## config.mk

```make
export PLATFORM = sky130hd
export DESIGN_NAME = alarm_controller_flat
export DESIGN_NICKNAME = d
export VERILOG_FILES = /design/src/rtl/alarm_controller_if.sv /design/src/rtl/alarm_controller.sv /design/src/flat_wrapper.sv
export SDC_FILE = /design/constraint.sdc
export NUM_CORES = 1
export LEC_CHECK = 0
export ABC_AREA = 1
export CELL_PAD_IN_SITES_DETAIL_PLACEMENT = 1
export CELL_PAD_IN_SITES_GLOBAL_PLACEMENT = 2
export CORE_MARGIN = 1.5
export CORE_UTILIZATION = 37
export CTS_BUF_LIST = sky130_fd_sc_hd__clkbuf_2 sky130_fd_sc_hd__clkbuf_4 sky130_fd_sc_hd__clkbuf_8
export DETAILED_ROUTE_END_ITERATION = 7
export PLACE_DENSITY_LB_ADDON = 0.1
export SLEW_MARGIN = 10
export SYNTH_ARGS = -nofsm -noshare
export SYNTH_HDL_FRONTEND = slang
export SYNTH_SLANG_ARGS = --single-unit
```

## constraint.sdc

```tcl
create_clock -name clk -period 3.9 [get_ports clk]
set_input_delay 0.78 -clock clk [delete_from_list [all_inputs] [get_ports clk]]
set_output_delay 0.78 -clock clk [all_outputs]
set_load 0.1 [all_outputs]
```

## src/rtl/alarm_controller_if.sv

```systemverilog
// Signal bundle between the alarm controller and its operator panel:
// button, code and sensor inputs, plus the LED, digit and siren outputs.
interface alarm_controller_if;
  logic       arm_btn;
  logic       code_ok;
  logic       ir_trip;
  logic       led0;
  logic [7:0] hex1;
  logic [7:0] hex0;
  logic       siren;
  logic       armed;

  modport master (
    output arm_btn, code_ok, ir_trip,
    input  led0, hex1, hex0, siren, armed
  );

  modport slave (
    input  arm_btn, code_ok, ir_trip,
    output led0, hex1, hex0, siren, armed
  );
endinterface

```

## src/rtl/alarm_controller.sv

```systemverilog
// Five-state arming sequencer with exit/entry countdowns on a one-second tick.
// Every output is registered from next-state values, so the display never lags the state.
module alarm_controller #(
  parameter int TICK_CYCLES = 50_000_000,
  parameter int EXIT_S      = 9,
  parameter int ENTRY_S     = 9
) (
  input logic              clk,
  input logic              rst,
  alarm_controller_if.slave bus
);
  localparam int PW = $clog2(TICK_CYCLES);

  localparam logic [7:0] SEG_O = 8'hC0;
  localparam logic [7:0] SEG_F = 8'h8E;
  localparam logic [7:0] SEG_N = 8'hAB;
  localparam logic [7:0] SEG_D = 8'hA1;
  localparam logic [7:0] SEG_E = 8'h86;
  localparam logic [7:0] SEG_A = 8'h88;
  localparam logic [7:0] SEG_L = 8'hC7;

  typedef enum logic [2:0] {
    S_DISARMED, S_EXIT, S_ARMED, S_ENTRY, S_ALARM
  } state_t;

  state_t        state_reg, state_next;
  logic [3:0]    count_reg, count_next;
  logic [PW-1:0] pre_reg, pre_next;
  logic          blink_reg, blink_next;
  logic          arm_prev_reg;
  logic [7:0]    hex1_reg, hex1_next;
  logic [7:0]    hex0_reg, hex0_next;
  logic          led0_reg, led0_next;
  logic          siren_reg, siren_next;
  logic          armed_reg, armed_next;

  logic arm_edge;
  logic tick;
  logic counting;

  assign arm_edge = bus.arm_btn & ~arm_prev_reg;
  assign tick     = (pre_reg == PW'(TICK_CYCLES - 1));
  assign counting = (state_reg == S_EXIT) || (state_reg == S_ENTRY);

  function automatic logic [7:0] digit_seg(input logic [3:0] d);
    case (d)
      4'd1:    digit_seg = 8'hF9;
      4'd2:    digit_seg = 8'hA4;
      4'd3:    digit_seg = 8'hB0;
      4'd4:    digit_seg = 8'h99;
      4'd5:    digit_seg = 8'h92;
      4'd6:    digit_seg = 8'h82;
      4'd7:    digit_seg = 8'hF8;
      4'd8:    digit_seg = 8'h80;
      4'd9:    digit_seg = 8'h90;
      default: digit_seg = SEG_O;
    endcase
  endfunction

  // State register plus the registered outputs, which load the next-state decode.
  always_ff @(posedge clk) begin
    if (rst) begin
      state_reg    <= S_DISARMED;
      count_reg    <= 4'd0;
      pre_reg      <= '0;
      blink_reg    <= 1'b0;
      arm_prev_reg <= 1'b1;
      hex1_reg     <= SEG_O;
      hex0_reg     <= SEG_F;
      led0_reg     <= 1'b0;
      siren_reg    <= 1'b0;
      armed_reg    <= 1'b0;
    end else begin
      state_reg    <= state_next;
      count_reg    <= count_next;
      pre_reg      <= pre_next;
      blink_reg    <= blink_next;
      arm_prev_reg <= bus.arm_btn;
      hex1_reg     <= hex1_next;
      hex0_reg     <= hex0_next;
      led0_reg     <= led0_next;
      siren_reg    <= siren_next;
      armed_reg    <= armed_next;
    end
  end

  // code_ok is tested first in every armed-side state so a disarm beats expiry.
  always_comb begin
    state_next = state_reg;
    count_next = count_reg;
    case (state_reg)
      S_DISARMED: begin
        if (arm_edge) begin
          state_next = S_EXIT;
          count_next = 4'(EXIT_S);
        end
      end
      S_EXIT, S_ENTRY: begin
        if (bus.code_ok) begin
          state_next = S_DISARMED;
        end else if (tick) begin
          if (count_reg == 4'd1)
            state_next = (state_reg == S_EXIT) ? S_ARMED : S_ALARM;
          else
            count_next = count_reg - 4'd1;
        end
      end
      S_ARMED: begin
        if (bus.code_ok) begin
          state_next = S_DISARMED;
        end else if (bus.ir_trip) begin
          state_next = S_ENTRY;
          count_next = 4'(ENTRY_S);
        end
      end
      S_ALARM: begin
        if (bus.code_ok)
          state_next = S_DISARMED;
      end
      default: state_next = S_DISARMED;
    endcase

    if (state_next != state_reg || tick)
      pre_next = '0;
    else
      pre_next = pre_reg + PW'(1);

    if (state_next != state_reg)
      blink_next = (state_next == S_EXIT) || (state_next == S_ENTRY);
    else if (tick && counting)
      blink_next = ~blink_reg;
    else
      blink_next = blink_reg;
  end

  always_comb begin
    hex1_next  = SEG_O;
    hex0_next  = SEG_F;
    led0_next  = 1'b0;
    siren_next = 1'b0;
    armed_next = 1'b0;
    case (state_next)
      S_EXIT: begin
        hex1_next = SEG_D;
        hex0_next = digit_seg(count_next);
        led0_next = blink_next;
      end
      S_ARMED: begin
        hex1_next  = SEG_O;
        hex0_next  = SEG_N;
        led0_next  = 1'b1;
        armed_next = 1'b1;
      end
      S_ENTRY: begin
        hex1_next  = SEG_E;
        hex0_next  = digit_seg(count_next);
        led0_next  = blink_next;
        armed_next = 1'b1;
      end
      S_ALARM: begin
        hex1_next  = SEG_A;
        hex0_next  = SEG_L;
        led0_next  = 1'b1;
        siren_next = 1'b1;
      end
      default: ;
    endcase
  end

  assign bus.hex1  = hex1_reg;
  assign bus.hex0  = hex0_reg;
  assign bus.led0  = led0_reg;
  assign bus.siren = siren_reg;
  assign bus.armed = armed_reg;
endmodule

```

## src/flat_wrapper.sv

```systemverilog
// flat-port wrapper written by rule: the top's interface ports become plain ports
module alarm_controller_flat 
#(
  parameter int TICK_CYCLES = 50_000_000,
  parameter int EXIT_S      = 9,
  parameter int ENTRY_S     = 9
)
  (clk, rst, bus_arm_btn, bus_code_ok, bus_ir_trip, bus_led0, bus_hex1, bus_hex0, bus_siren, bus_armed);
  alarm_controller_if bus_i ();
  input logic clk;
  input logic rst;
  input wire logic [$bits(bus_i.arm_btn)-1:0] bus_arm_btn;
  input wire logic [$bits(bus_i.code_ok)-1:0] bus_code_ok;
  input wire logic [$bits(bus_i.ir_trip)-1:0] bus_ir_trip;
  output wire logic [$bits(bus_i.led0)-1:0] bus_led0;
  output wire logic [$bits(bus_i.hex1)-1:0] bus_hex1;
  output wire logic [$bits(bus_i.hex0)-1:0] bus_hex0;
  output wire logic [$bits(bus_i.siren)-1:0] bus_siren;
  output wire logic [$bits(bus_i.armed)-1:0] bus_armed;
  assign bus_i.arm_btn = bus_arm_btn;
  assign bus_i.code_ok = bus_code_ok;
  assign bus_i.ir_trip = bus_ir_trip;
  assign bus_led0 = bus_i.led0;
  assign bus_hex1 = bus_i.hex1;
  assign bus_hex0 = bus_i.hex0;
  assign bus_siren = bus_i.siren;
  assign bus_armed = bus_i.armed;
  alarm_controller #(.TICK_CYCLES(TICK_CYCLES), .EXIT_S(EXIT_S), .ENTRY_S(ENTRY_S)) u_core (.clk(clk), .rst(rst), .bus(bus_i));
endmodule
```

# Word level (Yosys, flattened, before mapping)

Memory sizes are Yosys's and may differ from the RTL's.
Cells that the tools add are included.

$lt $le $gt $ge: 0
Multiply operators: 0
Shifts and indexed selects: 0
Multiplexer cells: 23
Equal/unequal tests: 11
Bitwise gates (word level): 3
Reduce and logical (&&, ||, !) cells: 10
Div/mod/pow operators: 0
Add/sub/neg operators: 2

Operator list:

| operator                                                              | number |
|---|---|
| 8-bit case mux with 4 select lines                                    | 1 |
| 26-bit by 1-bit adder with 26-bit output, second input constant       | 1 |
| 26-bit equality test, second input constant                           | 1 |
| 3-bit 2-to-1 mux                                                      | 8 |
| 4-bit 2-to-1 mux                                                      | 6 |
| 7-bit case mux with 3 select lines                                    | 1 |
| 3-bit by 2-bit equality test with 1-bit output, second input constant | 4 |
| 3-bit case mux with 4 select lines                                    | 1 |
| 4-bit case mux with 3 select lines                                    | 1 |
| 2-bit OR reduction                                                    | 5 |
| 3-bit by 1-bit equality test with 1-bit output, second input constant | 2 |
| 3-bit equality test, second input constant                            | 2 |
| 4-bit by 1-bit equality test with 1-bit output, second input constant | 1 |
| 1-bit 2-to-1 mux                                                      | 4 |
| 4-bit by 1-bit subtractor with 4-bit output, second input constant    | 1 |
| 3-bit zero test                                                       | 1 |
| 1-bit logical OR                                                      | 3 |
| 3-bit inequality test                                                 | 1 |
| 1-bit NOT                                                             | 2 |
| 1-bit case mux with 2 select lines                                    | 1 |
| 1-bit bitwise AND                                                     | 1 |
| 1-bit logical AND                                                     | 1 |

Word-level logic and storage cells: 61
Output and inout bits: 19
Input bits: 5
Memories kept: 2
Register bits after elaboration: 54
Bits in latches: 0
Bits in writable memories: 0
Bits in read-only memories: 224

Memories:

| memory           | words | bits a word | read ports | clocked after Yosys merged registers in | wr ports | line                   | RTL |
|---|---|---|---|---|---|---|---|
| (name not given) | 16    | 7           | 1          | 0                                       | 0        | alarm_controller.sv:46 | `case (d)` |
| (name not given) | 16    | 7           | 1          | 0                                       | 0        | alarm_controller.sv:46 |  |

# Longest topological paths before layout

Word-level depth: 10
Mapped depth: 17
Mapped depth without buffers: 17

# Least setup slack after synthesis

OpenSTA, ideal clock, no wires.

Path type: register to register
Start point: register u_core.pre_reg[0]
End point: register u_core.hex0_reg[3] (netlist: u_core.bus.hex0[3])
Period minus slack after synthesis: 2,421 ps
Setup slack: 1,479 ps
Data arrival time: 2,305 ps
Library setup time: 116 ps
Required time: 3,784 ps
Cell stages (with the launch flop): 12
Buffers on the path: 0
Cells stage by stage: dfxtp_1 ha_1 nand3_2 nor2_2 and2_1 and2_1 nand4_1 a21oi_1 inv_1 ha_1 or2_1 a31o_2

Word-level cells in the longest chain between the ends: 6
Elaborated cells on any way between the ends: 14
Those cells by class: eq/ne (5); mux (7); memory (2)

RTL lines:

| what                                   | line                    | RTL |
|---|---|---|
| start, declared                        | alarm_controller.sv:28  | `logic [PW-1:0] pre_reg, pre_next;` |
| start signal, assigned                 | alarm_controller.sv:76  | `pre_reg <= pre_next;` |
| 26-bit equality test (*)               | alarm_controller.sv:42  | `assign tick = (pre_reg == PW'(TICK_CYCLES - 1));` |
| 4-bit 2-to-1 mux (*)                   | alarm_controller.sv:101 | `end else if (tick) begin` |
| 4-bit 2-to-1 mux (*)                   | alarm_controller.sv:99  | `if (bus.code_ok) begin` |
| 4-bit case mux with 3 select lines (*) | alarm_controller.sv:91  | `case (state_reg)` |
| via u_core.count_next[0]               | alarm_controller.sv:27  | `logic [3:0] count_reg, count_next;` |
| memory read 16 x 7 bit                 | -                       |  |
| 8-bit case mux with 4 select lines (*) | alarm_controller.sv:142 | `case (state_next)` |
| end signal, assigned                   | alarm_controller.sv:80  | `hex0_reg <= hex0_next;` |
| end, declared                          | alarm_controller.sv:32  | `logic [7:0] hex0_reg, hex0_next;` |

Mark *: on every way through the listed nets, which the timed path passes. The rest lies on a longest branch.
A chain may end at the register's enable or synchronous reset.

# Worst setup path after layout

Start point: input port bus_code_ok
End point: register u_core.hex0_reg[3] (netlist: u_core.bus.hex0[3])

Word-level cells in the longest chain between the ends: 4
Elaborated cells on any way between the ends: 14
Those cells by class: eq/ne (4); mux (8); memory (2)

RTL lines:

| what                                       | line                                            | RTL |
|---|---|---|
| start, declared                            | flat_wrapper.sv:13                              | `input wire logic [$bits(bus_i.code_ok)-1:0] bus_code_ok;` |
| 4-bit 2-to-1 mux, on equally long branches | alarm_controller.sv:109, alarm_controller.sv:99 |  |
| 4-bit case mux with 3 select lines (*)     | alarm_controller.sv:91                          |  |
| via u_core.count_next[0]                   | alarm_controller.sv:27                          |  |
| memory read 16 x 7 bit                     | -                                               |  |
| 8-bit case mux with 4 select lines (*)     | alarm_controller.sv:142                         |  |

Marked as above.

==> flow_metrics.tcl <==
set metrics [dict create \
    status "finished clean" \
    placed_area_sq_um 2933 \
    worstPathCellList "clkdlybuf4s50_1 -> inv_1 -> nand4_1 -> nand2_1 -> a21oi_1 -> inv_1 -> ha_1 -> or2_1 -> a31o_2" \
    vdd_ir_drop_max_mv 0.1304 \
    final_antenna_net_count 0 \
    synth_top_area_share_pct 35.96 \
    clk_latency_ps 300 \
    worst-path-stages 9 \
    io_buffers 20 \
    slowest_delay_ps 580 \
    postSynthCellCount 366 \
    hp-start "u_core.pre_reg[0]$_SDFF_PP0_" \
    synth.distinct_cells 37 \
    start_util_pct 38.70 \
    cts_buffers 5 \
    gr-total-overflow 0 \
    r2r_setup_slack_ps 1060 \
    total_power_w 0.0009056 \
    dr.pass1.iters 4 \
    cp_common_cell "inv_1" \
    syn_avg_cell_area_sq_um 7.302 \
    tns_ps 0 \
    grt_pass1_vias 2175 \
    worst-path-buf-inv 3 \
    rows 30 \
    start_kind "primary input" \
    syn_area_sq_um 2673 \
    finalClockSkew_ps 7.768 \
    grt_max_degree 27 \
    tightest_slew_ps 982.6 \
    ioPinCount 24 \
    grt_pass1_wl_microns 10630 \
    dp_hpwl_microns 4875 \
    diodes 0 \
    finalSetupViolCount 0 \
    ys_warn_count 0 \
    grt_use_total_pct 17.77 \
    layout-drive-gt1-share_pct 15.03 \
    via_per_inst 4.676 \
    vias 2254 \
    worst-setup-path-type "in -> reg" \
    rr_startpoint "u_core.pre_reg[0]$_SDFF_PP0_" \
    drtIter0Drc 91 \
    max_freq_mhz 349.0 \
    die_h_microns 87.99 \
    largest_register_ffs 26 \
    cts.repair.resized 0 \
    cts_setup_buffers 0 \
    slew_violations 0 \
    wl_microns 6154 \
    worstPathArrival_ps 3060 \
    grtUsageMet3_pct 3.393 \
    clock-sinks 48 \
    fin_crit_sh_pct 73.47 \
    synth-seq-cells 48 \
    nets 399 \
    cp-end-kind "flip-flop" \
    met2_usage_pct 26.02 \
    clockBufferDepth 2 \
    worstPathRequired_ps 4100 \
    gp_congestion 0.7969 \
    fp.dieArea_sq_um 7742 \
    path_clk_slew_ps 90 \
    antenna_found_initial 0 \
    min_path_cells 1 \
    holdWs_ps 462.0 \
    die_x_microns 87.99 \
    hold_violations 0 \
    leakagePower_nw 1.146 \
    finalWorstPathRequiredPeriod_ps 2865 \
    wl_per_cell_microns 12.77 \
    r2r_cells 11 \
    cp_slowest_cell "clkdlybuf4s50_1" \
    cap_violations 0 \
    final_area_sq_um 3014 \
    path_delay_family "buffers and inverters" \
    cts_tree "built" \
    htreeDepth 2 \
    core-area_sq_um 6907 \
    synthTopCellsByArea "dfxtp_1, nand2_1, inv_1" \
    seq_area_frac_synth_pct 35.96 \
    final_util_pct 43.64 \
    power_density_nw_per_um2 300.4 \
    hold_class "reg -> reg" \
    r2r_end "u_core.bus.hex0[3]$_SDFF_PP1_" \
    met1_usage_pct 26.62 \
    worst-path-max-fanout 7 \
    whs_endpoint "u_core.pre_reg[0]$_SDFF_PP0_" \
    synth_area_leader_cell "dfxtp_1" \
    drc_errors 0 \
    holdBufCountCts 0 \
    rsz0062_at_grt "no" \
    area_growth_syn_to_layout_pct 12.78 \
    busiest_layer "met1" \
    cts-root-buf "clkbuf_8" \
    slew_headroom_pct 34.29 \
]
==> cell usage in the layout, fill, tap and decap left out, drive strengths merged <==
cell / instances
a211oi: 1
a21oi: 18
a31o: 1
and2: 2
buf: 1
clkbuf: 5
clkdlybuf4s50: 20
clkinv: 1
clkinvlp: 1
conb: 3
dfxtp: 48
ha: 8
inv: 52
nand2: 78
nand3: 27
nand3b: 1
nand4: 9
nor2: 65
nor3: 10
nor3b: 1
nor4: 2
o21ai: 7
o31ai: 1
or2: 4
xnor2: 10
xor2: 10
==> layout make-up <==
class	instances	area (sq um)
Timing Repair Buffer	21	207.7
Tap cell	96	120.1
Fill cell	908	3892
Clock inverter	2	12.51
Clock buffer	5	68.82
Sequential cell	48	960.9
Multi-Input combinational cell	258	1449
Inverter	52	195.2
==> worst reg2reg max path: cells and delay by family, from the launching register on <==
kind | cells | cell delay [ps]
buffers and inverters | 1 | 140
AOI/OAI and AO/OA | 2 | 690
adders and majority gates | 2 | 450
and+or+nand+nor | 6 | 1090
DFF | 1 | 370
==> power breakdown <==
| group | internal [W] | switching (W) | total, W |
|---|---|---|---|
| clock network | 0.000122 | 0.000169 | 0.000291 |
| registers | 0.000498 | 0.00000522 | 0.000504 |
| logic | 0.0000274 | 0.0000833 | 0.000111 |
==> stage by stage <==
| stage | setup WS (ps) | std cells |
|---|---|---|
| global route | 780.3 | 482 |
| floorplan | 1479 | 367 |
| global placement | 828.8 | 475 |
| detailed placement | 717.7 | 475 |
| CTS | 1024 | 482 |
| finish | 1035 | 482 |
==> logic make-up (layout without fill, tap and decap cells) <==
kind of cell,after synthesis,count (layout),share of synthesized area (%)
adders and majority gates,8,8,3.745
xor gates and xnor gates,20,20,6.554
and+or+nand+nor,199,199,37.50
buffers and inverters,61,80,9.972
other,2,3,0.2810
DFF,48,48,35.95
AOI/OAI and AO/OA,28,28,5.993
==> how the worst max path moves through the flow <==
stage	startpoint	endpoint	slack, ps
floorplan	u_core.pre_reg[0]$_SDFF_PP0_	u_core.bus.hex0[3]$_SDFF_PP1_	1480
global placement	bus_code_ok	u_core.bus.hex0[3]$_SDFF_PP1_	830
detailed placement	bus_code_ok	u_core.bus.hex0[3]$_SDFF_PP1_	720
CTS	u_core.pre_reg[0]$_SDFF_PP0_	u_core.bus.hex0[3]$_SDFF_PP1_	1020
global route	u_core.pre_reg[0]$_SDFF_PP0_	u_core.bus.hex0[3]$_SDFF_PP1_	780
finish	bus_code_ok	u_core.bus.hex0[3]$_SDFF_PP1_	1030
==> Yosys cell counts, drive strengths merged <==
cell,count
dfxtp,48
xor2,10
nand4,9
nor3,10
buf,8
o21ai,7
clkbuf,1
and2,2
nor2,65
ha,8
a21oi,18
xnor2,10
inv,52
nand2,78
conb,2
nand3,27
nand3b,1
a211oi,1
or2,4
nor4,2
nor3b,1
a31o,1
o31ai,1
==> routing by layer <==
layer / vias to the layer above / part of all wire (%)
li1: 1177 / -
met1: 1053 / 54
met2: 20 / 42
met3: 4 / 3.1
met4: 0 / 0.91
met5: - / 0
No activity file was read; power rests on OpenSTA's default activity.
